$ cat config.mk
export PLATFORM = sky130hd
export DESIGN_NAME = frame_filler_flat
export DESIGN_NICKNAME = d
export VERILOG_FILES = /design/src/rtl/frame_filler_if.sv /design/src/rtl/frame_filler.sv /design/src/flat_wrapper.sv
export SDC_FILE = /design/constraint.sdc
export NUM_CORES = 1
export LEC_CHECK = 0
export ABC_CLOCK_PERIOD_IN_PS = 2900
export CORE_UTILIZATION = 37
export DETAILED_ROUTE_END_ITERATION = 6
export PLACE_DENSITY = 0.77
export REMOVE_ABC_BUFFERS = 1
export SYNTH_ARGS = -nofsm -noshare
export SYNTH_HDL_FRONTEND = slang
export SYNTH_SLANG_ARGS = --single-unit
$ cat constraint.sdc
create_clock -name clk -period 2.9 [get_ports clk]
set_clock_uncertainty 0.2 [all_clocks]
set_input_delay 0.58 -clock clk [delete_from_list [all_inputs] [get_ports clk]]
set_output_delay 0.58 -clock clk [all_outputs]
set_load 0.05 [all_outputs]
$ cat src/rtl/frame_filler_if.sv
// Frame-fill request handshake plus the DRAM address/write-data FIFO push bus.
// The responder connects through the slave modport. The requester and FIFO side connects through the master modport.
interface frame_filler_if;
    logic         FF_valid;
    logic [23:0]  FF_color;
    logic [31:0]  FF_frame;
    logic         FF_ready;
    logic         ff_done;
    logic         af_full;
    logic         af_wr_en;
    logic [2:0]   af_cmd_din;
    logic [30:0]  af_addr_din;
    logic         wdf_full;
    logic         wdf_wr_en;
    logic [127:0] wdf_din;
    logic [15:0]  wdf_mask_din;

    modport slave (
        input  FF_valid, FF_color, FF_frame, af_full, wdf_full,
        output FF_ready, ff_done, af_wr_en, af_cmd_din, af_addr_din,
               wdf_wr_en, wdf_din, wdf_mask_din
    );

    modport master (
        output FF_valid, FF_color, FF_frame, af_full, wdf_full,
        input  FF_ready, ff_done, af_wr_en, af_cmd_din, af_addr_din,
               wdf_wr_en, wdf_din, wdf_mask_din
    );
endinterface

$ cat src/rtl/frame_filler.sv
// Paints a whole frame with one colour by issuing 2-beat 256-bit write bursts
// into the DRAM controller's address and write-data FIFOs.
//
// state | meaning
// IDLE  | ready for a fill request
// WR1   | push burst address together with the first data beat
// WR2   | push second data beat, then advance or finish
module frame_filler #(
    parameter int WIDTH       = 800,
    parameter int HEIGHT      = 600,
    parameter int STRIDE_LOG2 = 12
) (
    input  logic           clk,
    input  logic           rst,
    frame_filler_if.slave  ffif
);
    typedef enum logic [1:0] {IDLE, WR1, WR2} state_t;

    localparam logic [9:0] X_LAST    = 10'(WIDTH - 8);
    localparam logic [9:0] Y_LAST    = 10'(HEIGHT - 1);
    localparam int         ROW_SHIFT = STRIDE_LOG2 - 5;

    state_t      state_q;
    logic [9:0]  x_q;
    logic [9:0]  y_q;
    logic [23:0] colour_q;
    logic [22:0] frame_q;

    logic        last_burst;
    logic        wr1_go;
    logic        wr2_go;
    logic [22:0] blk_addr;
    logic [31:0] pixel;

    assign last_burst = (x_q == X_LAST) && (y_q == Y_LAST);
    assign wr1_go     = (state_q == WR1) && !ffif.af_full && !ffif.wdf_full;
    assign wr2_go     = (state_q == WR2) && !ffif.wdf_full;

    // Frame base, row offset and x offset are all 32-byte aligned, so the sum is
    // formed directly in burst units. It wraps the same way as the 28-bit byte sum.
    assign blk_addr = frame_q + (23'(y_q) << ROW_SHIFT) + 23'(x_q[9:3]);
    assign pixel    = {8'd0, colour_q};

    assign ffif.FF_ready     = (state_q == IDLE);
    assign ffif.ff_done      = wr2_go && last_burst;
    assign ffif.af_wr_en     = wr1_go;
    assign ffif.af_cmd_din   = 3'b000;
    assign ffif.af_addr_din  = {6'd0, blk_addr, 2'd0};
    assign ffif.wdf_wr_en    = wr1_go || wr2_go;
    assign ffif.wdf_din      = {4{pixel}};
    assign ffif.wdf_mask_din = 16'h0000;

    always_ff @(posedge clk or posedge rst) begin
        if (rst) begin
            state_q  <= IDLE;
            x_q      <= '0;
            y_q      <= '0;
            colour_q <= '0;
            frame_q  <= '0;
        end else begin
            case (state_q)
                IDLE: begin
                    if (ffif.FF_valid) begin
                        colour_q <= ffif.FF_color;
                        frame_q  <= ffif.FF_frame[27:5];
                        x_q      <= '0;
                        y_q      <= '0;
                        state_q  <= WR1;
                    end
                end
                WR1: begin
                    if (wr1_go) begin
                        state_q <= WR2;
                    end
                end
                WR2: begin
                    if (wr2_go) begin
                        if (last_burst) begin
                            state_q <= IDLE;
                        end else begin
                            if (x_q == X_LAST) begin
                                x_q <= '0;
                                y_q <= y_q + 10'd1;
                            end else begin
                                x_q <= x_q + 10'd8;
                            end
                            state_q <= WR1;
                        end
                    end
                end
                default: state_q <= IDLE;
            endcase
        end
    end
endmodule

$ cat src/flat_wrapper.sv
// flat-port wrapper written by rule: the top's interface ports become plain ports
module frame_filler_flat 
#(
    parameter int WIDTH       = 800,
    parameter int HEIGHT      = 600,
    parameter int STRIDE_LOG2 = 12
)
  (clk, rst, ffif_FF_valid, ffif_FF_color, ffif_FF_frame, ffif_af_full, ffif_wdf_full, ffif_FF_ready, ffif_ff_done, ffif_af_wr_en, ffif_af_cmd_din, ffif_af_addr_din, ffif_wdf_wr_en, ffif_wdf_din, ffif_wdf_mask_din);
  frame_filler_if ffif_i ();
  input  logic clk;
  input  logic rst;
  input wire logic [$bits(ffif_i.FF_valid)-1:0] ffif_FF_valid;
  input wire logic [$bits(ffif_i.FF_color)-1:0] ffif_FF_color;
  input wire logic [$bits(ffif_i.FF_frame)-1:0] ffif_FF_frame;
  input wire logic [$bits(ffif_i.af_full)-1:0] ffif_af_full;
  input wire logic [$bits(ffif_i.wdf_full)-1:0] ffif_wdf_full;
  output wire logic [$bits(ffif_i.FF_ready)-1:0] ffif_FF_ready;
  output wire logic [$bits(ffif_i.ff_done)-1:0] ffif_ff_done;
  output wire logic [$bits(ffif_i.af_wr_en)-1:0] ffif_af_wr_en;
  output wire logic [$bits(ffif_i.af_cmd_din)-1:0] ffif_af_cmd_din;
  output wire logic [$bits(ffif_i.af_addr_din)-1:0] ffif_af_addr_din;
  output wire logic [$bits(ffif_i.wdf_wr_en)-1:0] ffif_wdf_wr_en;
  output wire logic [$bits(ffif_i.wdf_din)-1:0] ffif_wdf_din;
  output wire logic [$bits(ffif_i.wdf_mask_din)-1:0] ffif_wdf_mask_din;
  assign ffif_i.FF_valid = ffif_FF_valid;
  assign ffif_i.FF_color = ffif_FF_color;
  assign ffif_i.FF_frame = ffif_FF_frame;
  assign ffif_i.af_full = ffif_af_full;
  assign ffif_i.wdf_full = ffif_wdf_full;
  assign ffif_FF_ready = ffif_i.FF_ready;
  assign ffif_ff_done = ffif_i.ff_done;
  assign ffif_af_wr_en = ffif_i.af_wr_en;
  assign ffif_af_cmd_din = ffif_i.af_cmd_din;
  assign ffif_af_addr_din = ffif_i.af_addr_din;
  assign ffif_wdf_wr_en = ffif_i.wdf_wr_en;
  assign ffif_wdf_din = ffif_i.wdf_din;
  assign ffif_wdf_mask_din = ffif_i.wdf_mask_din;
  frame_filler #(.WIDTH(WIDTH), .HEIGHT(HEIGHT), .STRIDE_LOG2(STRIDE_LOG2)) u_core (.clk(clk), .rst(rst), .ffif(ffif_i));
endmodule
==> results <==
## flip-flops by register name, summed over array words and instances (netlist names)
signal,flops
u_core.colour_q,24
u_core.x_q,7
u_core.frame_q,23
u_core.y_q,10
u_core.state_q,2
## worst max path at each step
stage,start,to,cells after the start
2_1_floorplan,u_core.x_q[3],ffif_af_addr_din[22],9
3_5_place_dp,u_core.frame_q[0],ffif_af_addr_din[16],11
5_1_grt,u_core.frame_q[0],ffif_af_addr_din[20],11
3_3_place_gp,u_core.frame_q[0],ffif_af_addr_din[22],11
4_1_cts,u_core.frame_q[0],ffif_af_addr_din[20],11
6_report,u_core.x_q[3],ffif_af_addr_din[20],11
## critical path: cells and delay by family (launching register included)
kind | cells | cell delay (ns)
buf+inv | 3 | 0.36
simple gates | 2 | 0.29
fa+ha+maj | 2 | 0.56
compound gates | 4 | 0.85
flops | 1 | 0.36
## cells in the final DEF (no fill, tap or decap), drive strengths merged, types with 2 or more instances in the layout
| master | Yosys | final |
|---|---|---|
| mux2i | 2 | 2 |
| or3 | 5 | 5 |
| buf | 134 | 103 |
| nor3b | 2 | 2 |
| conb | 1 | 59 |
| o211a | 2 | 2 |
| clkinv | 0 | 2 |
| ha | 19 | 19 |
| nand2b | 8 | 8 |
| dfrtp | 66 | 66 |
| nor2b | 5 | 5 |
| and3 | 6 | 6 |
| nand4b | 2 | 2 |
| nand4 | 9 | 9 |
| a21o | 11 | 11 |
| xor2 | 11 | 11 |
| nor3 | 7 | 7 |
| and2 | 3 | 3 |
| clkdlybuf4s50 | 0 | 149 |
| clkinvlp | 0 | 2 |
| o41ai | 3 | 3 |
| o31ai | 4 | 4 |
| o31a | 2 | 2 |
| clkbuf | 12 | 14 |
| mux2 | 47 | 47 |
| a21oi | 23 | 23 |
| nand2 | 23 | 23 |
| a31oi | 3 | 3 |
| inv | 9 | 9 |
| o21ai | 21 | 21 |
| xnor2 | 10 | 10 |
| nor2 | 25 | 25 |
| nand3 | 14 | 14 |
| o22a | 2 | 2 |
## cells by family (layout without fill, tap and decap cells)
family                     after synthesis  after routing  synth area share [%]
AOI/OAI and AO/OA                       82             82                  11.2
xor gates and xnor gates                21             21                  3.73
adders and majority gates               20             20                  5.23
buffers and inverters                  155            280                  22.3
DFF                                     66             66                  33.5
muxes                                   49             49                  11.2
other                                    1             59                0.0761
and+or+nand+nor                        117            117                  12.7
## routing by layer
metal	up-vias	global-route usage, %	wire length [µm]	part of all wire (%)
li1	1949	-	-	-
met1	1993	20.8	5290	42
met2	159	33.7	6600	52
met3	11	2.97	606	4.8
met4	0	6.82	180	1.4
met5	-	0	0	0
## layout make-up
cell class	count	area, µm²	share of cell area (%)
clock buffer	12	267	3.52
clock inverter	4	25.0	0.331
inverter	9	33.8	0.446
multi-input combinational	348	2710	35.9
sequential	66	1650	21.8
tap	172	215	2.84
timing repair buffer	255	2660	35.2
## cell usage after synthesis (4+ instances only)
cell,number
nand2b_1,7
nand3_1,14
and3_1,5
nand4_1,9
nor3_1,7
a21oi_1,22
o31ai_1,4
clkbuf_1,11
inv_1,9
dfrtp_1,66
nand2_1,23
xor2_1,11
nor2b_1,5
mux2_2,47
a21o_1,10
buf_4,131
nor2_1,25
xnor2_1,10
ha_1,19
o21ai_0,18
## metrics by stage
stage / hold slack [ns] / cells / setup slack [ns]
after global placement: 0.300 / 830 / -0.345
after detailed placement: 0.311 / 830 / -0.344
after global routing: 0.330 / 866 / -0.708
after floorplan: 0.283 / 423 / -1.43
after CTS: 0.323 / 859 / -0.619
final: 0.319 / 866 / -0.625
## what timing repair did
item	in CTS	in global routing
pin swaps	27	24
endpoints found under the setup margin	18	19
resized for setup	46	30
hold buffers	0	0
setup buffers	17	9
==> summary.md <==
| Metric | Value |
|---|---|
| Ys async rst share | `100%` |
| Post-layout worst setup margin | `-0.625 ns` |
| Sink Count | `66` |
| Worst Setup End Kind | `primary output` |
| Worst R2R End | `u_core.y_q[9]` |
| TritonRoute pass-1 iters | `4` |
| Max-slew violation count | `0` |
| Synth cell types | `62` |
| Status | `complete, but fails checks` |
| Final core occ | `roughly three fifths` |
| Reg2Reg Setup Slack | `a little over 0.3 ns` |
| Startpoint types | `flip-flop` |
| Share of cells above drive strength 1 | `32.1%` |
| Failing checks | `setup timing` |
| Crit path time final | `3.52 ns` |
| Via count | `4112` |
| Drt wl/cell | `~15 µm` |
| Port Buf Inserts | `approximately 170` |
| Worst EP arrival | `2.74 ns` |
| Reg2Reg Depth | `6` |
| Rel. slew slack | `~64%` |
| I/O Pins | `around 240` |
| Max-cap violations | `0` |
| Cell count after synthesis | `between 500 and 600` |
| Post-synth EDFFs | `0` |
| Part of the cycle the worst path needs | `122%` |
| Hold Crit Depth | `1` |
| Post-Syn Area per Cell | `just under 10 µm²` |
| Fmax | `around 280 MHz` |
| Critical path, cell by cell | `ha_2 -> inv_2 -> fa_2 -> nor2b_2 -> o31a_1 -> o31a_1 -> o211ai_1 -> buf_4 -> a2111o_1 -> nand4_1 -> buf_12` |
| Total grt overflow | `0` |
| Gr usage total | `18.2%` |
| RSZ-0062 raised after global routing | `yes` |
| Area post-placement | `between 6000 and 7000 µm²` |
| Hold Path Sink | `u_core.frame_q[14]` |
| DRC | `0` |
| First-pass GRT wire length | `20.5 mm` |
| Initial antenna violation count | `0` |
| Setup TNS | `-7.18 ns` |
| Antenna cells | `0` |
| Design Area, Final | `roughly 7600 µm²` |
| Final WL | `between 10 and 15 mm` |
| Dpl hpwl | `slightly above 9 mm` |
| Hold Crit Start | `u_core.frame_q[14]` |
| CP Class | `flip-flop to primary output` |
| Iteration-0 DRC Markers | `between 100 and 150` |
| Nets | `770` |
| GPL Wtd Cong | `just under 0.8` |
| Die Width | `approximately 120 µm` |
| Ranking of synthesized cells by area | `dfrtp_1 34%, buf_4 20%, mux2_2 11%` |
| Final Hold Fails | `0` |
| Vias in the first global route | `roughly 4300` |
| Seq/Total Area, Yosys | `between 30% and 40%` |
| Final Setup Violations | `17` |
| CORE AREA | `roughly 13000 µm²` |
| Tightest Pin Transition | `~0.54 ns` |
| Root Driver | `clkbuf_16` |
| Final antenna-violating net count | `0` |
| Worst endpoint required time | `approximately 2.1 ns` |
| Synth warn | `0` |
| Vias/cell | `4.75` |
| Row count | `between 40 and 50` |
| Worst-path clk slew | `around 0.06 ns` |
| Prevailing post-synth register cell | `dfrtp_1` |
| Die ar. | `13800 µm²` |
| Die H | `between 100 and 150 µm` |
| CP max FO | `4` |
| Fill count | `about 1000` |
| CTS tree | `built` |
| Starting Density | `38.6%` |
| CP max stage delay | `around 0.36 ns` |
| Yosys top cell by area | `dfrtp_1` |
| #FFs+latches synth | `66` |
| Hold/Removal Path Class | `flip-flop to flip-flop` |
| Pin count of the biggest net entering global routing | `between 40 and 50` |
| H-tree depth | `3` |
| TritonCTS buffer count | `9` |
| Synth-to-layout area growth | `53.7%` |
| CTS Buffer Depth | `2` |
| Worst r2r src | `u_core.x_q[6]` |
| CP max-delay cell | `dfrtp_1` |
| Most frequent CP cell | `o31a_1` |
| Synth Cell Area | `about 4900 µm²` |
| Top-area cell type share of the netlist area | `around a third` |
| Clock Latency Late Sink | `~0.33 ns` |
Power of run 1 is not shown: default switching activity piles up to over one toggle a cycle in this logic, so the estimate is an artifact.
